## config.mk

```make
export PLATFORM = sky130hd
export DESIGN_NAME = ext_bus_responder
export DESIGN_NICKNAME = d
export VERILOG_FILES = /design/src/rtl/ext_bus_responder_pkg.sv /design/src/rtl/ext_bus_responder_resp_ram.sv /design/src/rtl/ext_bus_responder.sv
export SDC_FILE = /design/constraint.sdc
export NUM_CORES = 2
export LEC_CHECK = 0
export ABC_AREA = 1
export CORE_UTILIZATION = 45
export CTS_CLUSTER_SIZE = 30
export DETAILED_ROUTE_END_ITERATION = 10
export PLACE_DENSITY = 0.65
export SETUP_SLACK_MARGIN = 0.4
export SYNTH_ARGS = -nofsm -noshare
export SYNTH_HDL_FRONTEND = slang
export SYNTH_SLANG_ARGS = --single-unit
export TNS_END_PERCENT = 10
```

## constraint.sdc

```tcl
create_clock -name clk -period 14.15 [get_ports clk]
set_input_delay 1.415 -clock clk [delete_from_list [all_inputs] [get_ports clk]]
set_output_delay 1.415 -clock clk [all_outputs]
set_load 0.01 [all_outputs]
```

## src/rtl/ext_bus_responder_pkg.sv

```systemverilog
// Shared encodings for the external bus responder:
// FSM states, rw bit position on the data pins, CPU phase levels.
package ext_bus_responder_pkg;

   typedef enum logic [1:0] {
      S_LO     = 2'd0,
      S_HI_DEC = 2'd1,
      S_HI_RD  = 2'd2,
      S_HI_WR  = 2'd3
   } state_t;

   localparam int   RW_BIT = 0;
   localparam logic PH_LO  = 1'b0;
   localparam logic PH_HI  = 1'b1;

endpackage

```

## src/rtl/ext_bus_responder_resp_ram.sv

```systemverilog
// Single-port byte RAM for the responder window:
// synchronous write, registered read, contents not reset.
module ext_bus_responder_resp_ram #(
   parameter int AW = 8
) (
   input  logic          clk,
   input  logic          we,
   input  logic          re,
   input  logic [AW-1:0] addr,
   input  logic [7:0]    wdata,
   output logic [7:0]    rdata
);

   logic [7:0] mem [2**AW];

   always_ff @(posedge clk) begin
      if (we) mem[addr] <= wdata;
      if (re) rdata <= mem[addr];
   end

endmodule

```

## src/rtl/ext_bus_responder.sv

```systemverilog
// Memory-side end of the CPU multiplexed external bus: address demux,
// window decode, read drive / write capture, host preload port.
module ext_bus_responder
   import ext_bus_responder_pkg::*;
#(
   parameter int          DEPTH     = 256,
   parameter logic [15:0] BASE_ADDR = 16'h0000,
   parameter int          AW        = 8
) (
   input  logic          clk,
   input  logic          rst_n,
   input  logic          cpu_phase,
   input  logic [7:0]    addr_mux,
   input  logic [7:0]    bus_in,
   output logic [7:0]    bus_out,
   output logic          bus_oe,
   input  logic          load_valid,
   output logic          load_ready,
   input  logic [AW-1:0] load_addr,
   input  logic [7:0]    load_data,
   output logic [15:0]   last_addr,
   output logic          hit
);

   localparam logic [15:0] WIN_MASK = ~16'(DEPTH - 1);

   state_t        state_q, state_n;
   logic          ph_q, rise, fall;
   logic [7:0]    lo_q, hi_q, wd_q, rdata;
   logic          rw_q, hit_q, oe_q;
   logic [15:0]   addr_q, addr_n;
   logic          hit_n, rd_en, cpu_wr, load_fire;
   logic          ram_we;
   logic [AW-1:0] ram_addr;
   logic [7:0]    ram_wdata;

   assign rise = (cpu_phase == PH_HI) && (ph_q == PH_LO);
   assign fall = (cpu_phase == PH_LO) && (ph_q == PH_HI);

   // A too-short high phase falls in S_HI_DEC; hi_q keeps the high byte then.
   assign addr_n = {(cpu_phase == PH_HI) ? addr_mux : hi_q, lo_q};
   assign hit_n  = (addr_n & WIN_MASK) == BASE_ADDR;

   always_comb begin
      state_n = state_q;
      rd_en   = 1'b0;
      cpu_wr  = 1'b0;
      unique case (state_q)
         S_LO: begin
            if (rise) state_n = S_HI_DEC;
         end
         S_HI_DEC: begin
            if (fall) begin
               state_n = S_LO;
            end else if (rw_q && hit_n) begin
               state_n = S_HI_RD;
               rd_en   = 1'b1;
            end else begin
               state_n = S_HI_WR;
            end
         end
         S_HI_RD: begin
            if (fall) state_n = S_LO;
         end
         S_HI_WR: begin
            if (fall) begin
               state_n = S_LO;
               cpu_wr  = ~rw_q & hit_q;
            end
         end
         default: state_n = S_LO;
      endcase
   end

   assign load_fire  = load_valid & rw_q & (state_q == S_LO);
   assign load_ready = load_fire;

   assign ram_we    = cpu_wr | load_fire;
   assign ram_wdata = cpu_wr ? wd_q : load_data;
   assign ram_addr  = cpu_wr ? addr_q[AW-1:0] :
                      rd_en  ? addr_n[AW-1:0] : load_addr;

   always_ff @(posedge clk or negedge rst_n) begin
      if (!rst_n) begin
         state_q   <= S_LO;
         ph_q      <= PH_LO;
         lo_q      <= '0;
         hi_q      <= '0;
         rw_q      <= 1'b0;
         wd_q      <= '0;
         addr_q    <= '0;
         hit_q     <= 1'b0;
         oe_q      <= 1'b0;
         last_addr <= '0;
         hit       <= 1'b0;
      end else begin
         state_q <= state_n;
         ph_q    <= cpu_phase;
         if (state_q == S_LO && cpu_phase == PH_LO) begin
            lo_q <= addr_mux;
            rw_q <= bus_in[RW_BIT];
         end
         if (state_q == S_LO && rise) hi_q <= addr_mux;
         if (state_q != S_LO && cpu_phase == PH_HI) wd_q <= bus_in;
         if (state_q == S_HI_DEC && !fall) begin
            addr_q <= addr_n;
            hit_q  <= hit_n;
         end
         if (fall && state_q == S_HI_DEC) begin
            last_addr <= addr_n;
            hit       <= hit_n;
         end else if (fall && state_q != S_LO) begin
            last_addr <= addr_q;
            hit       <= hit_q;
         end
         if (fall) oe_q <= 1'b0;
         else if (rd_en) oe_q <= 1'b1;
      end
   end

   assign bus_oe  = oe_q;
   assign bus_out = oe_q ? rdata : 8'h00;

   ext_bus_responder_resp_ram #(
      .AW(AW)
   ) u_ram (
      .clk  (clk),
      .we   (ram_we),
      .re   (rd_en),
      .addr (ram_addr),
      .wdata(ram_wdata),
      .rdata(rdata)
   );

endmodule
```

# --- After elaboration in Yosys (flattened, before gate mapping) ---
# Memories as Yosys holds them, arrays and structs flattened. A register that Yosys moved wholly into a read port is not among the register bits.
# Index checks and enable logic that the tools add are counted.
# Widths: inputs -> output; s select.
word_totals:
  rom_bits: 0
  register_bits: 63
  out_inout_bits: 27
  ramBits: 2048
  elab_cells: 64
  memories: 1
  latch_bits: 0
op_classes:
  reduce_logical: 17
  n_div: 0
  add_sub_neg: 0
  bitwise_logic: 7
  mul: 0
  n_shift: 0
  eq_ne: 5
  n_lt_le_gt_ge: 0
  mux: 23
memory_table:
  columns: ["name", "words", "word_bits", "rd", "rd_ports_with_merged_regs", "wr", "line", "text"]
  rows:
  - ["u_ram.mem", 256, 8, 1, 1, 1, "ext_bus_responder_resp_ram.sv:14", "logic [7:0] mem [2**AW];"]
ops:
  columns: ["op", "count"]
  rows:
  - ["$mux 8", 5]
  - ["$mux 16", 2]
  - ["$logic_not 16->1", 1]
  - ["$mux 1", 12]
  - ["$logic_and 1x1->1", 9]
  - ["$mux 2", 3]
  - ["$pmux 2 s3", 1]
  - ["$reduce_bool 2->1", 3]
  - ["$eq 2x2->1 const B", 2]
  - ["$and 1x1->1", 3]
  - ["$not 1->1", 3]
  - ["$eq 2x1->1 const B", 1]
  - ["$logic_not 2->1", 1]
  - ["$ne 2x1->1 const B", 1]
  - ["$ne 2x2->1 const B", 1]
  - ["$reduce_and 2->1", 1]
  - ["$reduce_or 2->1", 1]
  - ["$logic_not 1->1", 1]
  - ["$or 1x1->1", 1]

# --- Depth between registers and ports, before layout ---
depth:
  word_depth: 8
  ltp_mapped: 28
  mapped_depth_nobuf: 22

# --- Modules after synthesis ---
# Synthesis repeated with hierarchy kept, for this count alone.
hier_totals:
  cells_unflattened: 8420
  area_unflattened_um2: 88009.4
by_module_without_submodules:
  columns: ["mod", "area_per_inst_um2", "n_inst", "cells_each", "seq_area_each_um2"]
  rows:
  - ["ext_bus_responder_resp_ram", 84936.5, 1, 8021, 61739.2]
  - ["ext_bus_responder", 3072.9, 1, 399, 1576.5]

# --- Worst setup path before layout ---
# Ideal clock, no wire load.
synth_path:
  path_kind: "input -> register"
  start: "input port cpu_phase"
  end: "memory u_ram.mem[0][0] (data pin)"
  t_required_ns: 13.328
  stages: 10
  setup_slack_ns: 7.727
  arrival_ns: 5.601
  setup_ns: 0.822
  cell_sequence: "buf_4 inv_2 buf_6 nand2_2 inv_2 nand2_1 buf_2 clkbuf_1 nand2_1 nand2_1"
synth_via:
  elab_chain_cells: 5
synth_lines:
  columns: ["element", "line", "text"]
  rows:
  - ["start: declaration", "ext_bus_responder.sv:12", "input logic cpu_phase,"]
  - ["$not 1->1", "ext_bus_responder.sv:38", "assign fall = (cpu_phase == PH_LO) && (ph_q == PH_HI);"]
  - ["$logic_and 1x1->1", "ext_bus_responder.sv:38", null]
  - ["$mux 1", "ext_bus_responder.sv:66", "if (fall) begin"]
  - ["$mux 1", "ext_bus_responder.sv:48", "unique case (state_q)"]
  - ["$mux 8", "ext_bus_responder.sv:79", "assign ram_wdata = cpu_wr ? wd_q : load_data;"]
  - ["named net ram_wdata[0]", "ext_bus_responder.sv:35", "logic [7:0] ram_wdata;"]
  - ["end: declaration", "ext_bus_responder_resp_ram.sv:14", null]
# The timed path passes the listed nets, and every way through them passes these cells.

# --- Worst setup path in the final report ---
layout_path:
  start: "input port cpu_phase"
  end: "register u_ram.rdata[7], read port of u_ram.mem (data pin)"
layout_via:
  elab_chain_cells: 8
  elab_cells_between_ends: 12
  classes_between: "mux: 8; bitwise: 1; reduce/logical: 3"
layout_lines:
  columns: ["element", "line", "text"]
  rows:
  - ["$mux 8", "ext_bus_responder.sv:41", "assign addr_n = {(cpu_phase == PH_HI) ? addr_mux : hi_q, lo_q};"]
  - ["$logic_not 16->1", "ext_bus_responder.sv:42", "assign hit_n = (addr_n & WIN_MASK) == BASE_ADDR;"]
  - ["$logic_and 1x1->1", "ext_bus_responder.sv:55", "end else if (rw_q && hit_n) begin"]
  - ["$mux 1", "ext_bus_responder.sv:55", null]
  - ["$mux 1", "ext_bus_responder.sv:53", "if (fall) begin"]
  - ["$mux 1", "ext_bus_responder.sv:48", null]
  - ["$mux 8", "ext_bus_responder.sv:81", "rd_en ? addr_n[AW-1:0] : load_addr;"]
  - ["$mux 8", "ext_bus_responder.sv:80", "assign ram_addr = cpu_wr ? addr_q[AW-1:0] :"]
  - ["end: declaration", "ext_bus_responder_resp_ram.sv:11", "output logic [7:0] rdata"]
# Several ways; a longest one is shown, not always the timed one.
# A chain may end at the register's enable or synchronous reset.

==> results.cfg <==
[floorplanning]
initial_core_util_pct = 45.5
rows = 163
core_um2 = 198000
die_h_um = 450
fp.dieW_um = 450
ios = 63
floorplan.die_area_um2 = 202000

[place]
portBuffers = 62
dp_hpwl_um = 136000
dp.cells = 11200
place.gp.congestion = 0.885

[power]
share_comb_of_total_power_pct = 8.2
p_leak_nw = 40.3
totalPowerFinal_mw = 13.7
power_per_cell_area_nw_per_um2 = 138
sw_frac_of_total_pct = 24.0
clkPwrFrac_pct = 40.3
switching_power_mw = 3.28
peakVddDrop_mv = 0.147
cell_internal_pwr_mw = 10.4
power_frac_seq_pct = 51.5

[sta]
setup_violations = 0
finalCriticalPeriod_ns = 8.16
fin_crit_sh_pct = 57.6
fmax_mhz = 123
rsz0062_at_grt = no
finalMaxSlewViolations = 0
setup_tns_ns = 0
slew_headroom_pct = 5.77
skew_ns = 0.0441
hold_violations = 0
tightest_slew_ns = 1.41

[job]
maxCapViolCount = 0

[clocking]
numCtsBuffers = 211
cts_tree = built
postCtsResizedCells = 0
post_cts_buffers = 0
clock_latency_ns = 0.86
hold_buffers = 0
cts_max_level = 4
clockRootBuffer = clkbuf_16
clk_pin_slew_worst_paths_ns = 0.06
clock-sinks = 2119
clock_path_buffers = 3

[setup_path]
worstPathArrival_ns = 8.88
critPathKind = input pin to register
crit_fanout = 172
start_kind = input pin
required_ns = 14.87
end_kind = register

[routing]
wirelength_um = 249000
vias = 61900
wl_met3_um = 23300
first_pass_iters = 6
drt-initial-drc-count = 7654
met2_length_um = 114000
topRoutingLayerUsed = met5
route.antenna.remaining_nets = 0
drc = 0
wl_per_cell_um = 21.5
wl_met1_um = 103000
vias_per_cell = 5.36

[finish]
fin_nets = 8786
drive_gt1_share_pct = 4.87
final_cell_count_no_fill = 11600
area_growth_pct = 10.1
n_fill_cell = 17600

[synth]
synthesis.area_um2 = 90200
avgSynthCellArea_um2 = 10.2
postSynthCellCount = 8884
yosysSeqAreaShare_pct = 70.2
synth_seq_cells = 2119
synth.distinct_cells = 35
synth_nets = 8920
synth_warnings = 0

[global_route]
grt_start_max_net_pins = 204
grt_usage_pct = 24.3
grt_first_pass_wirelength_um = 374000
globalRoute.totalOverflow = 0
antenna_found_initial = 7
first_global_vias = 58700

[hold_path]
hp-class = register to register

[run_status]
status = finished, final reports clean
-- metrics by stage --
| stage | setup slack (ns) | cell area, µm² | hold WS, ns | utilization (%) |
|---|---|---|---|---|
| after floorplan | 7.73 | 90200 | 0.453 | - |
| after global placement | 5.41 | 92600 | 0.467 | 46.7 |
| after detailed placement | 5.33 | 92600 | 0.473 | 46.7 |
| after CTS | 6.21 | 99300 | 0.487 | 50.1 |
| after global routing | 5.56 | 99300 | 0.524 | 50.1 |
| final | 5.99 | 99300 | 0.482 | 50.1 |
-- power by group through the flow --
stage | logic (mW) | registers, mW | clock network (mW)
floorplan | 0.694 | 7.19 | 0
global placement | 1.10 | 7.18 | 0
detailed placement | 1.11 | 7.18 | 0
CTS | 1.11 | 7.04 | 5.57
global route | 1.23 | 7.05 | 5.81
finish | 1.12 | 7.05 | 5.51
-- layer usage --
| metal | track usage, % | vias to the layer above |
|---|---|---|
| li1 | - | 28800 |
| met1 | 34.3 | 29800 |
| met2 | 37.7 | 2881 |
| met3 | 4.46 | 463 |
| met4 | 8.52 | 2 |
| met5 | 0 | - |
-- final timing paths --
kind	start	endpoint	slack (ns)	cells past startpoint
min in group asynchronous	rst_n	addr_q[10]$_DFFE_PN0P_	0.74	2
max	cpu_phase	u_ram.rdata[7]$_DFFE_PP_	5.99	23
min	wd_q[0]$_DFFE_PN0P_	wd_q[0]$_DFFE_PN0P_	0.48	2
min reg2reg	wd_q[0]$_DFFE_PN0P_	wd_q[0]$_DFFE_PN0P_	0.48	2
max in group asynchronous	rst_n	last_addr[5]$_DFFE_PN0P_	12.87	2
max reg2reg	state_q[0]$_DFFE_PN0P_	u_ram.rdata[7]$_DFFE_PP_	7.05	22
-- Yosys cell counts (all sizes together) --
library cell,n,area (µm²)
nand2,5351,20100
edfxtp,2056,61700
nor2,392,1520
buf,350,1950
nand3,251,1300
o21ai,181,913
clkbuf,137,518
dfrtp,63,1580
inv,52,195
a31oi,18,119
nand4,12,75.1
mux2,7,78.8
o22ai,4,37.5
clkinv,2,12.5
nor3,2,10.0
a21oi,1,8.76
a31o,1,8.76
and2,1,6.26
nor4,1,6.26
o31ai,1,7.51
or2,1,6.26
-- logic make-up after synthesis --
group,count (synthesis),synth area share (%)
buf+inv,541,2.97
compound gates,206,1.21
flops,2119,70.2
simple gates,6011,25.5
mux,7,0.0874
-- sequential cells by signal (all words and copies together), names as in the netlist --
signal       flops
state_q          2
last_addr       16
ph_q             1
hi_q             8
wd_q             8
rw_q             1
hit_q            1
u_ram.mem     2048
u_ram.rdata      8
hit              1
bus_oe           1
addr_q          16
lo_q             8
-- area by class of cell --
type / count / area (µm²) / area share (%)
diodes: 4 / 10.0 / 0.0101
multi-input cells: 6224 / 24400 / 24.6
flip-flops and latches: 2119 / 63300 / 63.8
clock inverters: 119 / 1130 / 1.14
well taps: 2640 / 3300 / 3.33
inverters: 54 / 210 / 0.212
clock buffers: 264 / 5560 / 5.60
repair buffers: 140 / 1340 / 1.35
-- cell usage in the layout, fill, tap and decap left out, types with 2 or more instances in the layout --
cell type        instances
o21ai_0                 86
o22ai_1                  2
nand3_1                236
clkbuf_1                49
buf_12                  11
buf_4                   67
inv_6                    6
nand3_4                  7
clkinv_2                34
o21ai_1                 93
inv_1                   42
clkinvlp_4               6
edfxtp_1              2056
nor2_4                   7
diode_2                  4
nand4_1                 12
dfrtp_1                 63
nand2_8                  2
nand2_2                  8
nand2_4                  9
clkinv_1                50
nor3_1                   2
clkdlybuf4s50_1         61
clkinv_8                 2
nand3_2                  8
nor2_2                   3
mux2_2                   7
nand2_1               5332
a31oi_1                 17
nor2_1                 382
clkbuf_16              215
bufinv_16               20
inv_2                    9
o22ai_2                  2
-- critical path, cell delays in order --
cell and delay (ns):
clkdlybuf4s50_1 0.73, inv_2 0.21, nand2_2 0.28, inv_2 0.10
nor2_2 0.46, nand3_2 0.36, nand2_2 0.19, nand3_1 0.14
o21ai_4 0.15, buf_4 0.71, buf_12 0.67, buf_4 0.76
buf_4 0.73, nand2_1 0.12, nand2_1 0.10, nand2_1 0.08
nand2_1 0.17, o21ai_1 0.26, nand2_1 0.18, nor2_1 0.07
nor2_1 0.37, nor2_1 0.18, nand2_1 0.09
Power figures use the tool's default switching activity.
